### src/rtl/knn_dict_cmp.sv
// kNN dictionary comparator: per scanner pixel, reads the image pixel, keeps the K
// nearest dictionary entries, casts one majority vote, and reports the window winner.
module knn_dict_cmp #(
    parameter int IMG_W     = 640,
    parameter int IMG_H     = 480,
    parameter int ADDR_W    = 19,
    parameter int PIX_W     = 8,
    parameter int DICT_N    = 16,
    parameter int DICT_AW   = 4,
    parameter int K         = 3,
    parameter int NUM_CLASS = 4,
    parameter int CLS_W     = 2,
    parameter int CNT_W     = 8
) (
    input  logic               clk_en,
    input  logic               reset_n,
    input  logic               dic_go,
    input  logic               knn_fin,
    input  logic [9:0]         i,
    input  logic [9:0]         j,
    output logic [ADDR_W-1:0]  pix_addr,
    output logic               pix_rd,
    input  logic [PIX_W-1:0]   pix_data,
    output logic [DICT_AW-1:0] dict_addr,
    input  logic [PIX_W-1:0]   dict_data,
    input  logic [CLS_W-1:0]   dict_label,
    output logic               dic_end,
    output logic               dic_end_q,
    output logic               result_valid,
    output logic [CLS_W-1:0]   result_class,
    output logic [CNT_W-1:0]   result_votes
);

    typedef enum logic [3:0] {
        S_IDLE, S_PIX_RD, S_PIX_WAIT, S_DICT, S_TAIL,
        S_CLASSIFY, S_END, S_GAP, S_VOTE, S_OUT
    } state_t;

    state_t             state_q;
    logic               go_prev_q;
    logic               in_range_q;
    logic [PIX_W-1:0]   pix_q;
    logic [DICT_AW-1:0] dict_addr_q;
    logic [PIX_W-1:0]   kd_q [K];
    logic [CLS_W-1:0]   kl_q [K];
    logic [CNT_W-1:0]   votes_q [NUM_CLASS];
    logic [CLS_W-1:0]   vcnt_q;
    logic [CLS_W-1:0]   best_cls_q;
    logic [CNT_W-1:0]   best_votes_q;
    logic               end_pulse_q;
    logic               end_dly_q;
    logic               result_valid_q;
    logic [CLS_W-1:0]   result_class_q;
    logic [CNT_W-1:0]   result_votes_q;

    logic               in_range_s;
    logic [PIX_W-1:0]   dist_s;
    logic               cmp_en_s;
    logic [K-1:0]       lt_s;
    logic [PIX_W-1:0]   kd_d [K];
    logic [CLS_W-1:0]   kl_d [K];
    logic [7:0]         tally_s [NUM_CLASS];
    logic [7:0]         maj_n_s;
    logic [CLS_W-1:0]   maj_s;
    logic               maj_take_s;
    logic [CNT_W-1:0]   cur_votes_s;
    logic               take_s;
    logic [CLS_W-1:0]   cand_cls_s;
    logic [CNT_W-1:0]   cand_votes_s;

    // Image RAM request; scanner underflow wraps i/j high, which lands out of range.
    always_comb begin
        in_range_s = (32'(i) < IMG_H) && (32'(j) < IMG_W);
        pix_rd     = 1'b0;
        pix_addr   = {ADDR_W{1'b0}};
        if ((state_q == S_PIX_RD) && in_range_s) begin
            pix_rd   = 1'b1;
            pix_addr = ADDR_W'(32'(i) * IMG_W + 32'(j));
        end else begin
            pix_rd   = 1'b0;
        end
    end

    // Distance and sorted insertion; strict less-than keeps earlier equal entries ahead.
    always_comb begin
        dist_s   = (pix_q >= dict_data) ? (pix_q - dict_data) : (dict_data - pix_q);
        cmp_en_s = ((state_q == S_DICT) && (dict_addr_q != {DICT_AW{1'b0}})) ||
                   (state_q == S_TAIL);
        for (int k = 0; k < K; k++) begin
            lt_s[k] = dist_s < kd_q[k];
            kd_d[k] = kd_q[k];
            kl_d[k] = kl_q[k];
        end
        kd_d[0] = lt_s[0] ? dist_s     : kd_q[0];
        kl_d[0] = lt_s[0] ? dict_label : kl_q[0];
        for (int k = 1; k < K; k++) begin
            if (lt_s[k-1]) begin
                kd_d[k] = kd_q[k-1];
                kl_d[k] = kl_q[k-1];
            end else if (lt_s[k]) begin
                kd_d[k] = dist_s;
                kl_d[k] = dict_label;
            end else begin
                kd_d[k] = kd_q[k];
                kl_d[k] = kl_q[k];
            end
        end
    end

    // Majority label over the K-best list, ties to the smaller label.
    always_comb begin
        for (int c = 0; c < NUM_CLASS; c++) tally_s[c] = 8'd0;
        for (int k = 0; k < K; k++) tally_s[kl_q[k]] = tally_s[kl_q[k]] + 8'd1;
        maj_s      = {CLS_W{1'b0}};
        maj_n_s    = tally_s[0];
        maj_take_s = 1'b0;
        for (int c = 1; c < NUM_CLASS; c++) begin
            maj_take_s = tally_s[c] > maj_n_s;
            maj_s      = maj_take_s ? CLS_W'(c) : maj_s;
            maj_n_s    = maj_take_s ? tally_s[c] : maj_n_s;
        end
    end

    // Running maximum over the vote counters during the VOTE scan.
    always_comb begin
        cur_votes_s  = votes_q[vcnt_q];
        take_s       = cur_votes_s > best_votes_q;
        cand_cls_s   = take_s ? vcnt_q      : best_cls_q;
        cand_votes_s = take_s ? cur_votes_s : best_votes_q;
    end

    // Main controller with registered pulse and result outputs.
    always_ff @(posedge clk_en) begin
        if (!reset_n) begin
            state_q        <= S_IDLE;
            go_prev_q      <= 1'b0;
            in_range_q     <= 1'b0;
            pix_q          <= {PIX_W{1'b0}};
            dict_addr_q    <= {DICT_AW{1'b0}};
            vcnt_q         <= {CLS_W{1'b0}};
            best_cls_q     <= {CLS_W{1'b0}};
            best_votes_q   <= {CNT_W{1'b0}};
            end_pulse_q    <= 1'b0;
            end_dly_q      <= 1'b0;
            result_valid_q <= 1'b0;
            result_class_q <= {CLS_W{1'b0}};
            result_votes_q <= {CNT_W{1'b0}};
            for (int k = 0; k < K; k++) begin
                kd_q[k] <= {PIX_W{1'b0}};
                kl_q[k] <= {CLS_W{1'b0}};
            end
            for (int c = 0; c < NUM_CLASS; c++) votes_q[c] <= {CNT_W{1'b0}};
        end else begin
            go_prev_q      <= dic_go;
            end_pulse_q    <= 1'b0;
            end_dly_q      <= end_pulse_q;
            result_valid_q <= 1'b0;
            if (cmp_en_s) begin
                for (int k = 0; k < K; k++) begin
                    kd_q[k] <= kd_d[k];
                    kl_q[k] <= kl_d[k];
                end
            end
            case (state_q)
                S_IDLE: begin
                    if (dic_go && !go_prev_q) begin
                        for (int c = 0; c < NUM_CLASS; c++) votes_q[c] <= {CNT_W{1'b0}};
                        state_q <= S_PIX_RD;
                    end else begin
                        state_q <= S_IDLE;
                    end
                end
                S_PIX_RD: begin
                    in_range_q <= in_range_s;
                    state_q    <= S_PIX_WAIT;
                end
                S_PIX_WAIT: begin
                    pix_q       <= pix_data;
                    dict_addr_q <= {DICT_AW{1'b0}};
                    for (int k = 0; k < K; k++) begin
                        kd_q[k] <= {PIX_W{1'b1}};
                        kl_q[k] <= {CLS_W{1'b0}};
                    end
                    state_q <= S_DICT;
                end
                S_DICT: begin
                    if (dict_addr_q == DICT_AW'(DICT_N - 1)) begin
                        state_q <= S_TAIL;
                    end else begin
                        dict_addr_q <= dict_addr_q + DICT_AW'(1);
                    end
                end
                S_TAIL: state_q <= S_CLASSIFY;
                S_CLASSIFY: begin
                    if (in_range_q && (votes_q[maj_s] != {CNT_W{1'b1}})) begin
                        votes_q[maj_s] <= votes_q[maj_s] + CNT_W'(1);
                    end
                    end_pulse_q <= 1'b1;
                    state_q     <= S_END;
                end
                S_END: state_q <= S_GAP;
                S_GAP: begin
                    if (knn_fin) begin
                        vcnt_q       <= {CLS_W{1'b0}};
                        best_cls_q   <= {CLS_W{1'b0}};
                        best_votes_q <= {CNT_W{1'b0}};
                        state_q      <= S_VOTE;
                    end else if (dic_go) begin
                        state_q <= S_PIX_RD;
                    end else begin
                        state_q <= S_IDLE;
                    end
                end
                S_VOTE: begin
                    best_cls_q   <= cand_cls_s;
                    best_votes_q <= cand_votes_s;
                    if (vcnt_q == CLS_W'(NUM_CLASS - 1)) begin
                        result_valid_q <= 1'b1;
                        result_class_q <= cand_cls_s;
                        result_votes_q <= cand_votes_s;
                        state_q        <= S_OUT;
                    end else begin
                        vcnt_q <= vcnt_q + CLS_W'(1);
                    end
                end
                S_OUT:   state_q <= S_IDLE;
                default: state_q <= S_IDLE;
            endcase
        end
    end

    assign dict_addr    = dict_addr_q;
    assign dic_end      = end_pulse_q;
    assign dic_end_q    = end_dly_q;
    assign result_valid = result_valid_q;
    assign result_class = result_class_q;
    assign result_votes = result_votes_q;

endmodule
### config.mk
export PLATFORM = sky130hd
export DESIGN_NAME = knn_dict_cmp
export DESIGN_NICKNAME = d
export VERILOG_FILES = /design/src/rtl/knn_dict_cmp.sv
export SDC_FILE = /design/constraint.sdc
export NUM_CORES = 1
export LEC_CHECK = 0
export CAP_MARGIN = 20
export CORE_MARGIN = 2
export CORE_UTILIZATION = 45
export DETAILED_ROUTE_END_ITERATION = 12
export GPL_ROUTABILITY_DRIVEN = 0
export PLACE_DENSITY = 0.65
export SYNTH_ARGS = -nofsm -noshare
export SYNTH_HDL_FRONTEND = slang
export SYNTH_SLANG_ARGS = --single-unit
### constraint.sdc
create_clock -name clk_en -period 7 [get_ports clk_en]
set_input_delay 1.4 -clock clk_en [delete_from_list [all_inputs] [get_ports clk_en]]
set_output_delay 1.4 -clock clk_en [all_outputs]
set_load 0.01 [all_outputs]
==> results of run 1 <==
area by class of cell:
type                    instances  area (sq um)  share of cell area
clock buffers                  11           235              0.0260
repair buffers                 93           892              0.0987
well taps                     220           275              0.0304
clock inverters                 5          60.1             0.00664
flip-flops and latches        107          2760               0.306
multi-input cells             630          4560               0.504
inverters                      69           259              0.0286
worst max path at each step:
| stage | start | to | cells past startpoint |
|---|---|---|---|
| floorplan | kl_q[0][5] | votes_q[1][0] | 36 |
| detailed placement | kl_q[0][3] | votes_q[1][2] | 32 |
| finish | kl_q[0][5] | votes_q[1][1] | 33 |
| global placement | kl_q[0][3] | votes_q[1][2] | 32 |
| CTS | kl_q[0][3] | votes_q[1][0] | 32 |
| global route | kl_q[0][5] | votes_q[1][0] | 33 |
registers in the layout, indices dropped and copies added (netlist names), named ones only:
register	cells
best_cls_q	2
best_votes_q	8
dic_end	1
dic_end_q	1
dict_addr	4
go_prev_q	1
in_range_q	1
kd_q	24
kl_q	6
pix_q	8
result_class	2
result_valid	1
result_votes	8
state_q	4
vcnt_q	2
votes_q	32
logic make-up after synthesis:
family,Yosys count
mux,35
compound gates,194
xor+xnor,42
flops,107
fa+ha+maj,83
simple gates,276
buf+inv,106
worst max-delay path: cells and delay by family, from the launching register on:
family	cells	cell delay, ns
and+or+nand+nor	14	2.31
AOI/OAI and AO/OA	12	1.50
buffers and inverters	1	0.19
adders and majority gates	5	1.44
muxes	1	0.30
DFF	1	0.50
Yosys cell counts (3+ instances only):
cell type / n
nand2_1: 78
and2_1: 15
nor4b_1: 3
a211oi_1: 3
mux2i_1: 20
nor2_1: 78
a31oi_1: 5
a22o_1: 10
nor2_2: 7
xor2_1: 15
nor3_1: 13
nand2b_1: 9
fa_1: 4
a2111oi_0: 3
a21oi_1: 47
ha_1: 79
nor2b_1: 15
o22ai_1: 4
o21a_1: 8
o211ai_1: 3
nand3_1: 12
nand3b_1: 9
buf_2: 3
o21ai_0: 65
a21o_1: 14
and3_1: 4
nand4b_1: 3
xnor2_1: 27
and2_4: 3
dfxtp_1: 45
or3_1: 7
mux4_2: 8
nand4_1: 4
clkbuf_1: 31
edfxtp_1: 62
mux2_2: 7
a21boi_0: 11
nor3b_1: 6
inv_1: 69
report_power, final:
part / switching (W) / total [W] / internal [W]
Clock: 0.000236 / 0.000519 / 0.000283
Sequential: 0.0000486 / 0.000793 / 0.000744
Combinational: 0.00169 / 0.00264 / 0.000955
through the flow:
| stage | area, sq um | worst slack [ns] | setup TNS [ns] |
|---|---|---|---|
| after global placement | 8670 | 0.285 | 0 |
| after CTS | 8970 | 0.159 | 0 |
| final | 9040 | 0.458 | 0 |
| after detailed placement | 8670 | 0.199 | 0 |
| after global routing | 9040 | -0.0222 | -0.174 |
| after floorplan | 7690 | 0.196 | 0 |
routing by layer:
| layer | routed length [microns] | part of all wire | GRT usage |
|---|---|---|---|
| met4 | 259 | 0.015 | 0.0503 |
| met1 | 7960 | 0.47 | 0.252 |
| met2 | 7900 | 0.47 | 0.316 |
| met5 | 0 | 0 | 0 |
| met3 | 763 | 0.045 | 0.0424 |
timing repair:
item	4_1_cts	5_1_grt
gates resized for setup	0	14
hold endpoints to repair	0	0
setup endpoints to repair	0	52
buffers inserted	0	3
==> metrics.yaml, run 1 <==
hold_violations: 0
wire_per_inst_microns: 14.9
cp_common_cell: "ha_1"
ir_worst_vdd_uv: 567
ys_seq_elements: 107
synthTopCellsByArea: "edfxtp_1 (24%), ha_1 (13%), dfxtp_1 (12%)"
drv_cap: 0
mappedNetlistArea_sq_um: 7690
routed_wl_microns: 16900
drt-pass1-iter-count: 6
cts_tree: "built"
placed_cells_incl_taps: 1115
synth_top_area_share: 0.242
num_antenna_cells: 0
io_pins: 79
setup_viol: 0
fill_cells: 1533
path_max_fanout: 13
status: "complete, no violations"
finClkSkew_ns: 0.00590
grt_antenna_before_repair: 0
worst_slew_pin_slew_ns: 0.950
r2r-start: "kl_q[0][5]"
crit_slowest_cell: "or4_4"
clk_latency_ns: 0.35
dieArea_sq_um: 18200
syn_nets: 968
synthSimpleGateAreaFrac: 0.179
yosys_warnings: 0
syn_avg_cell_area_sq_um: 9.12
synth_top_family_by_area: "simple AND/OR/NAND/NOR gates"
synth_edf_count: 62
synth_cells: 843
min_path_cells: 2
drtIter0Drc: 421
synth_compound_area_frac: 0.161
ys_types: 69
synthXorXnorAreaFrac: 0.0478
drv_slew: 0
layout_commonest_cell: "ha_1"
port_buffers: 78
dp_hpwl_microns: 12800
holdWs_ns: 0.464
powerDensity_nw_per_um2: 437
layout-drive-gt1-share: 0.0820
synth_seq_area_share: 0.359
start_kind: "flop"
slew_headroom: 0.358
die_h_microns: 135
grt-ovfl-total: 0
critPathKind: "reg -> reg"
synthArstFlopShare: 0
ant_nets: 0
grt_pass1_wl_microns: 27700
power_leakage_nw: 3.64
fin_util: 0.543
cts_made_buffers: 9
drc: 0
coreArea_sq_um: 16600
fin_crit_ns: 6.54
cts_hold_buf: 0
vias: 6055
hold_class: "reg -> reg"
max_stage_delay_ns: 0.58
max_freq_mhz: 153
grt_util_all_layers: 0.191
path_clk_slew_ns: 0.07
clock-root-buffer: "clkbuf_16"
fin_crit_sh: 0.935
avgViaCountPerCell: 5.33
synthToLayoutAreaGrowth_pct: 17.6
first_global_vias: 5629
worstRegToRegCells: 33
die_width_microns: 135
r2r_setup_slack_ns: 0.46
muxShareOfSynthArea: 0.0597
min_from: "in_range_q"
cts_num_sinks: 107
rows: 47
required_ns: 7.06
final_cell_mix: "ha_1 (79), nor2_1 (78), clkdlybuf4s50_1 (78)"
end_kind: "flop"
htreeDepth: 3
cts_max_path_buffers: 2
synth_fa_ha_area_frac: 0.139
initial_core_util: 0.462
yosysTopAreaCell: "edfxtp_1"
power_w: 0.00396
hold_end: "in_range_q"
r2r-end: "votes_q[1][1]"
arrival_ns: 6.60
synthFlopType: "edfxtp_1"
stdcell_count: 1135
grt_max_degree: 39
nNetsFinal: 1035
No activity file was read; power rests on OpenSTA's default activity.
==> run 2, diff against run 1 <==
--- a/config.mk
+++ b/config.mk
@@ -5,6 +5,7 @@
 export SDC_FILE = /design/constraint.sdc
 export NUM_CORES = 1
 export LEC_CHECK = 0
+export ABC_AREA = 1
 export CAP_MARGIN = 20
 export CORE_MARGIN = 2
 export CORE_UTILIZATION = 45
==> run 2 against run 1 <==
Against the previous run:
- routed wire length increased by 14%
- cell area grew 4.1%
- flip-flop and latch count stayed put
- non-clock buffer count is 10 lower
- count of clock-buffer cells in the layout down 2
- setup slack gained 0.19 ns
==> metrics.yaml, run 2 <==
status: "complete, no violations"  # unchanged
cts_setup_buffers: 0  # unchanged
synth_top_area_share: 0.229  # was 0.242
clk_latency_ns: 0.36  # was 0.35 ns
r2r-start: "kl_q[0][4]"  # was kl_q[0][5]
initial_core_util: 0.456  # was 0.462
port_buffers: 78  # unchanged
vias: 6987  # was 6055
holdWs_ns: 0.437  # was 0.464 ns
drv_slew: 0  # unchanged
syn_nets: 1196  # was 968
synth_commonest_cells: "nand2_1 (205), inv_1 (178), nor2_1 (97)"  # was ha_1 (79), nand2_1 (78), nor2_1 (78)
dp_hpwl_microns: 14900  # was 12800 microns
finClkSkew_ns: 0.0101  # was 0.00590 ns
wire_per_inst_microns: 14.0  # was 14.9 microns
grt_max_degree: 26  # was 39
crit_slowest_cell: "edfxtp_1"  # was or4_4
syn_avg_cell_area_sq_um: 7.60  # was 9.12 sq um
r2r-end: "votes_q[0][3]"  # was votes_q[1][1]
avgViaCountPerCell: 5.09  # was 5.33
routed_wl_microns: 19200  # was 16900 microns
cts_max_path_buffers: 2  # unchanged
worst_slew_pin_slew_ns: 0.810  # was 0.950 ns
drc: 0  # unchanged
synth_cells: 1071  # was 843
min_path_cells: 2  # unchanged
setup_viol: 0  # unchanged
cts_hold_buf: 0  # unchanged
ys_seq_elements: 107  # unchanged
yosysTopAreaCell: "edfxtp_1"  # unchanged
worstRegToRegCells: 42  # was 33
ys_types: 53  # was 69
cts-resized-gates: 0  # unchanged
nNetsFinal: 1265  # was 1035
max_stage_delay_ns: 0.43  # was 0.58 ns
rsz0062_at_grt: "false"
top_regs: "votes_q (32), kd_q (24)"  # unchanged
grt_antenna_before_repair: 0  # unchanged
htreeDepth: 3  # unchanged
start_kind: "flop"  # unchanged
dieArea_sq_um: 19200  # was 18200 sq um
clock-root-buffer: "clkbuf_16"  # unchanged
hold_violations: 0  # unchanged
die_width_microns: 139  # was 135 microns
synthArstFlopShare: 0  # unchanged
path_clk_slew_ns: 0.08  # was 0.07 ns
crit_path_end: "votes_q[0][3]"  # was votes_q[1][1]
path_max_fanout: 15  # was 13
hold_class: "reg -> reg"  # unchanged
required_ns: 7.03  # was 7.06 ns
cts_num_sinks: 107  # unchanged
fin_crit_sh: 0.908  # was 0.935
synth_seq_area_share: 0.339  # was 0.359
grt_pass1_wl_microns: 32000  # was 27700 microns
drt-pass1-iter-count: 5  # was 6
fin_setup_tns_ns: 0  # unchanged
cts_made_buffers: 9  # unchanged
drtIter0Drc: 428  # was 421
max_freq_mhz: 157  # was 153 MHz
yosysMostFrequentCell: "nand2_1"  # was ha_1
layout-drive-gt1-share: 0.0830  # was 0.0820
r2r_setup_slack_ns: 0.64  # was 0.46 ns
first_global_vias: 6630  # was 5629
critPathKind: "reg -> reg"  # unchanged
arrival_ns: 6.39  # was 6.60 ns
drv_cap: 0  # unchanged
synthFlopType: "edfxtp_1"  # unchanged
largest_reg_flops: 32  # unchanged
die_h_microns: 139  # was 135 microns
rows: 49  # was 47
synthTopCellsByArea: "edfxtp_1 (23%), ha_1 (12%), dfxtp_1 (11%)"  # was edfxtp_1 (24%), ha_1 (13%), dfxtp_1 (12%)
grt_util_all_layers: 0.203  # was 0.191
num_antenna_cells: 0  # unchanged
yosys_warnings: 0  # unchanged
synthToLayoutAreaGrowth_pct: 15.5  # was 17.6%
crit_start: "kl_q[0][4]"  # was kl_q[0][5]
synth_edf_count: 62  # unchanged
ant_nets: 0  # unchanged
coreArea_sq_um: 17800  # was 16600 sq um
grt-ovfl-total: 0  # unchanged
mappedNetlistArea_sq_um: 8140  # was 7690 sq um
layout_commonest_cell: "nand2_1"  # was ha_1
fin_crit_ns: 6.36  # was 6.54 ns
io_pins: 79  # unchanged
cts_tree: "built"  # unchanged
final_cell_mix: "nand2_1 (205), inv_1 (178), nor2_1 (97)"  # was ha_1 (79), nor2_1 (78), clkdlybuf4s50_1 (78)
cp_common_cell: "nand2_1"  # was ha_1
slew_headroom: 0.459  # was 0.358
top_register: "votes_q"  # unchanged
fin_util: 0.527  # was 0.543
end_kind: "flop"  # unchanged
## run 2: worst min path at each step
stage	from	to	slack, ns
2_1_floorplan	pix_q[7]	pix_q[7]	0.42
3_3_place_gp	dic_end	dic_end_q	0.44
3_5_place_dp	dic_end	dic_end_q	0.43
4_1_cts	dic_end	dic_end_q	0.44
5_1_grt	dic_end	dic_end_q	0.48
6_report	dic_end	dic_end_q	0.44
## run 2: kinds of logic after synthesis
logic type,Yosys count,synth area share
DFF,107,0.339
AOI/OAI and AO/OA,199,0.134
xor gates and xnor gates,19,0.0214
buffers and inverters,218,0.104
and+or+nand+nor,445,0.270
adders and majority gates,83,0.131
## run 2: critical path: cells and delay by family (launching register included)
family	cells	cell delay (ns)
buf+inv	5	0.69
fa+ha+maj	5	1.45
simple gates	26	2.38
compound gates	6	1.07
flops	1	0.43
## run 2: routing by layer
layer,wire (microns),vias up,global-route usage
li1,-,3639,-
met1,9270,3153,0.282
met2,8740,181,0.333
met3,961,14,0.0352
met4,205,0,0.0414
met5,0,-,0
## run 2: final cells by class
type | count | area (sq um)
Fill cell | 1695 | 8430
Timing Repair Buffer | 83 | 818
Sequential cell | 107 | 2760
Multi-Input combinational cell | 746 | 4530
Clock buffer | 9 | 225
Inverter | 193 | 727
Clock inverter | 7 | 57.6
Tap cell | 229 | 287
## run 2: metrics by stage
| stage | std cells | area [sq um] | worst slack (ns) |
|---|---|---|---|
| floorplan | 1071 | 8140 | 1.25 |
| global placement | 1358 | 9130 | 0.829 |
| detailed placement | 1358 | 9130 | 0.642 |
| CTS | 1374 | 9410 | 0.624 |
| global route | 1374 | 9410 | 0.0748 |
| finish | 1374 | 9410 | 0.644 |
Power of run 2 is not shown: default switching activity piles up to over one toggle a cycle in this logic, so the estimate is an artifact.
